[src/rtl/alu_div_seq.sv]
// Unsigned restoring divider for the ALU divide opcode: one quotient bit per clock.
// Latency: done pulses WIDTH+1 cycles after an accepted start (the cycle right after the start for divide-by-zero).
// Backpressure: start is only accepted in IDLE; it is ignored during CALC/DONE and never queued.
module alu_div_seq #(
  parameter int WIDTH = 5
) (
  input  logic               clk,
  input  logic               rst,
  input  logic [WIDTH-1:0]   num1,
  input  logic [WIDTH-1:0]   num2,
  input  logic               start,
  output logic               busy,
  output logic               done,
  output logic               div_by_zero,
  output logic [WIDTH-1:0]   quotient,
  output logic [WIDTH-1:0]   remainder,
  output logic [2*WIDTH-1:0] alu_10bitout
);

  localparam int CW = $clog2(WIDTH + 1);

  typedef enum logic [1:0] {
    IDLE = 2'd0,
    CALC = 2'd1,
    DONE = 2'd2
  } state_t;

  state_t           state_q, state_d;
  // Dividend is shifted out of the top of q_q while quotient bits shift in at the bottom.
  logic [WIDTH-1:0] q_q, q_d;
  // After each restoring step the partial remainder is below the divisor, so it fits WIDTH bits;
  // only the shifted intermediate needs the extra bit.
  logic [WIDTH-1:0] r_q, r_d;
  logic [WIDTH-1:0] dvsr_q, dvsr_d;
  logic [CW-1:0]    cnt_q, cnt_d;
  logic             dbz_q, dbz_d;

  logic [WIDTH:0]   r_shift;
  logic [WIDTH:0]   r_sub;
  logic             r_ge;

  // One shift-and-subtract step on the current working registers.
  always_comb begin
    r_shift = {r_q, q_q[WIDTH-1]};
    r_sub   = r_shift - {1'b0, dvsr_q};
    r_ge    = (r_shift >= {1'b0, dvsr_q});
  end

  // Next-state and datapath update for the three-state divider FSM.
  always_comb begin
    state_d = state_q;
    q_d     = q_q;
    r_d     = r_q;
    dvsr_d  = dvsr_q;
    cnt_d   = cnt_q;
    dbz_d   = dbz_q;
    unique case (state_q)
      IDLE: begin
        if (start) begin
          if (num2 != '0) begin
            q_d     = num1;
            r_d     = '0;
            dvsr_d  = num2;
            cnt_d   = CW'(WIDTH);
            dbz_d   = 1'b0;
            state_d = CALC;
          end else begin
            // Divide by zero skips the iterations and reports a saturated quotient.
            q_d     = '1;
            r_d     = num1;
            dbz_d   = 1'b1;
            state_d = DONE;
          end
        end
      end
      CALC: begin
        if (r_ge) begin
          r_d = r_sub[WIDTH-1:0];
          q_d = {q_q[WIDTH-2:0], 1'b1};
        end else begin
          r_d = r_shift[WIDTH-1:0];
          q_d = {q_q[WIDTH-2:0], 1'b0};
        end
        cnt_d = cnt_q - 1'b1;
        if (cnt_q == CW'(1)) begin
          state_d = DONE;
        end
      end
      DONE: begin
        state_d = IDLE;
      end
      default: begin
        state_d = IDLE;
      end
    endcase
  end

  // State and working registers; reset discards any operation in flight.
  always_ff @(posedge clk or posedge rst) begin
    if (rst) begin
      state_q <= IDLE;
      q_q     <= '0;
      r_q     <= '0;
      dvsr_q  <= '0;
      cnt_q   <= '0;
      dbz_q   <= 1'b0;
    end else begin
      state_q <= state_d;
      q_q     <= q_d;
      r_q     <= r_d;
      dvsr_q  <= dvsr_d;
      cnt_q   <= cnt_d;
      dbz_q   <= dbz_d;
    end
  end

  assign busy         = (state_q == CALC);
  assign done         = (state_q == DONE);
  assign div_by_zero  = dbz_q;
  assign quotient     = q_q;
  assign remainder    = r_q;
  assign alu_10bitout = {r_q, q_q};

endmodule
[config.mk]
export PLATFORM = sky130hd
export DESIGN_NAME = alu_div_seq
export DESIGN_NICKNAME = d
export VERILOG_FILES = /design/src/rtl/alu_div_seq.sv
export SDC_FILE = /design/constraint.sdc
export NUM_CORES = 1
export LEC_CHECK = 0
export BUFFER_PORTS_ARGS = -buffer_cell sky130_fd_sc_hd__clkbuf_2
export CAP_MARGIN = 25
export CORE_MARGIN = 3
export CORE_UTILIZATION = 35
export DETAILED_ROUTE_END_ITERATION = 6
export GPL_ROUTABILITY_DRIVEN = 0
export SLEW_MARGIN = 0
export SYNTH_ARGS = -nofsm -noshare
export SYNTH_HDL_FRONTEND = slang
export SYNTH_SLANG_ARGS = --single-unit
[constraint.sdc]
create_clock -name clk -period 4.9 [get_ports clk]
set_input_delay 0.245 -clock clk [delete_from_list [all_inputs] [get_ports clk]]
set_output_delay 0.245 -clock clk [all_outputs]
set_load 0.02 [all_outputs]
==> results.toml <==
[yosys]
syn_inst = 144
synthTopCellsByArea = "dfrtp_1, ha_1, buf_4"
ys_async_sr_fraction_pct = 100
synth_fp_nets = 165
synth.top_cell.area_share_pct = 37.9
mappedNetlistArea_sq_um = 1390
syn_avg_cell_area_sq_um = 9.62
synthTopCellsByCount = "dfrtp_1, inv_1, nand2_1"
synth_edf_count = 0
ys.flop_type = "dfrtp_1"
synth_warnings = 0
synth_cell_types = 38
ys_seq_area_share_pct = 37.9
ys_ff_latch = 21
yosysTopAreaCell = "dfrtp_1"
yosysMostFrequentCell = "dfrtp_1"

[power]
internal_power_w = 0.000657
power.switching_w = 0.000652
netSwitchingFraction_pct = 49.8
vdd_drop_max_mv = 0.246
p_comb_share_pct = 63.2
p_per_area_nw_per_um2 = 835
p_seq_share_pct = 28.1
power_leakage_nw = 0.764
clkPwrFrac_pct = 8.8

[setup_path]
reg2regPathDepth = 8
start_kind = "flop"
worstPathArrival_ns = 1.90
crit_path_end_kind = "output port"
required_ns = 4.66
crit_type = "flop to output port"
cp_max_fo = 13

[timing]
worstMarginPinSlew_ns = 0.844
hold_viol = 0
final.period_utilization_pct = 43.7
setup_viol = 0
slew_headroom_pct = 43.7
rsz0062_at_grt = "no"
maxSlewViolCount = 0
fmax_mhz = 467
finClkSkew_ns = 0.00164
setup_tns_ns = 0
holdWs_ns = 0.127
period_needed_ns = 2.14

[cts]
cts-root-buf = "clkbuf_8"
clock_latency_ns = 0.26
cts_made_buffers = 3
cts_max_level = 1
cts_buffer_depth = 2
cts_setup_buffers = 0
cts_tree = "built"
ctsResizeCount = 0
cts_sinks = 21
ctsHoldBuffers = 0
path_clk_slew_ns = 0.08

[layout]
area_growth_pct = 13.2
nets = 191
drive_gt1_share_pct = 29.0
nFillCells = 389
antenna_cells = 0
instances_no_fill = 217

[drt]
vias = 1176
routedWlPerCell_um = 15.2
first_pass_iters = 4
antenna_left = 0
drc = 0
via_per_inst = 5.42
drt_iter0_drc = 65
wl_met2_mm = 1.56
routed-wl-met3_um = 194
routed_wl_mm = 3.30
top_layer = "met4"
met1_length_mm = 1.52

[outcome]
status = "finished clean"

[global_route]
antenna_found_initial = 0
grt_overflow = 0
grt_start_max_net_pins = 22
grt_pass1_wl_mm = 5.26
grt_pass1_vias = 1085
grt_util_all_layers_pct = 14.9

[placement]
post-dp-hpwl_mm = 2.55
dp_cells = 213
io_buffers = 35

[floorplanning]
die_area_sq_um = 4750
dieHeight_um = 68.9
initial_core_util_pct = 37.0
io_pins = 36
die_x_um = 68.9
rows = 22
coreArea_sq_um = 3740

[hold_path]
hold_path.class = "input pin to asynchronous set/reset pin"

[run]
cap_violations = 0
==> worst paths after layout <==
check                          endpoint  slack (ns)   startpoint
max in group asynchronous  remainder[4]        4.26          rst
max                                busy        2.76   state_q[0]
min in group clk              dvsr_q[2]        0.23      num2[2]
min                           dvsr_q[0]        0.13          rst
max reg2reg                remainder[0]        2.79  quotient[4]
min reg2reg                    cnt_q[1]        0.51     cnt_q[1]
==> final cells by class <==
type                    count  area [sq um]  area share, %
flip-flops and latches     21           526           33.5
clock buffers               4          45.0           2.87
well taps                  48          60.1           3.83
repair buffers             35           175           11.2
inverters                  14          52.6           3.35
multi-input cells          95           709           45.3
==> flip-flops by register name, summed over array words and instances (netlist names) <==
name         cells
remainder        5
state_q          2
quotient         5
dvsr_q           5
div_by_zero      1
cnt_q            3
==> power groups by stage <==
stage | sequential (W) | combinational [W] | clock [W]
after global routing | 0.000383 | 0.000913 | 0.000125
after detailed placement | 0.000371 | 0.000822 | 0
final | 0.000367 | 0.000827 | 0.000115
after global placement | 0.000363 | 0.000805 | 0
after floorplan | 0.000386 | 0.000643 | 0
after CTS | 0.000368 | 0.000825 | 0.000119
==> through the flow <==
step                setup WS, ns  utilization (%)  instance area [sq um]  power, W
floorplan                   2.89                -                   1390   0.00103
global placement            2.93             40.7                   1520   0.00117
detailed placement          2.84             40.7                   1520   0.00119
CTS                         2.79             41.9                   1570   0.00131
global route                2.62             41.9                   1570   0.00142
finish                      2.76             41.9                   1570   0.00131
==> kinds of logic (layout without fill, tap and decap cells) <==
| kind of cell | count (synthesis) | count (layout) | share of synthesized area [%] |
|---|---|---|---|
| AOI/OAI and AO/OA | 40 | 40 | 21.0 |
| xor gates and xnor gates | 3 | 3 | 1.90 |
| adders and majority gates | 8 | 8 | 7.77 |
| buffers and inverters | 28 | 53 | 10.8 |
| DFF | 21 | 21 | 37.9 |
| muxes | 5 | 5 | 4.06 |
| and+or+nand+nor | 39 | 39 | 16.4 |
==> critical path, cell delays in order, from the launching register on <==
cell      delay [ns]
dfrtp_1         0.57
nand2b_1        0.40
inv_1           0.42
clkbuf_2        0.24
==> per-layer routing <==
metal  track usage [%]  vias to the layer above
met2              24.9                       41
li1                  -                      557
met1              19.5                      572
met5                 0                        -
met3              4.05                        6
met4              2.92                        0
==> placed cells by master, fill, tap and decap left out, types with 3 or more instances in the layout <==
master / count
clkbuf_8: 3
inv_1: 14
ha_1: 7
a41oi_1: 4
nor2_1: 8
nor2b_1: 3
o21ai_0: 8
nor3_1: 4
dfrtp_1: 21
clkbuf_2: 35
o31ai_1: 4
a21oi_1: 6
mux2_2: 5
nand2_1: 14
(Power assumes the default switching activity.)
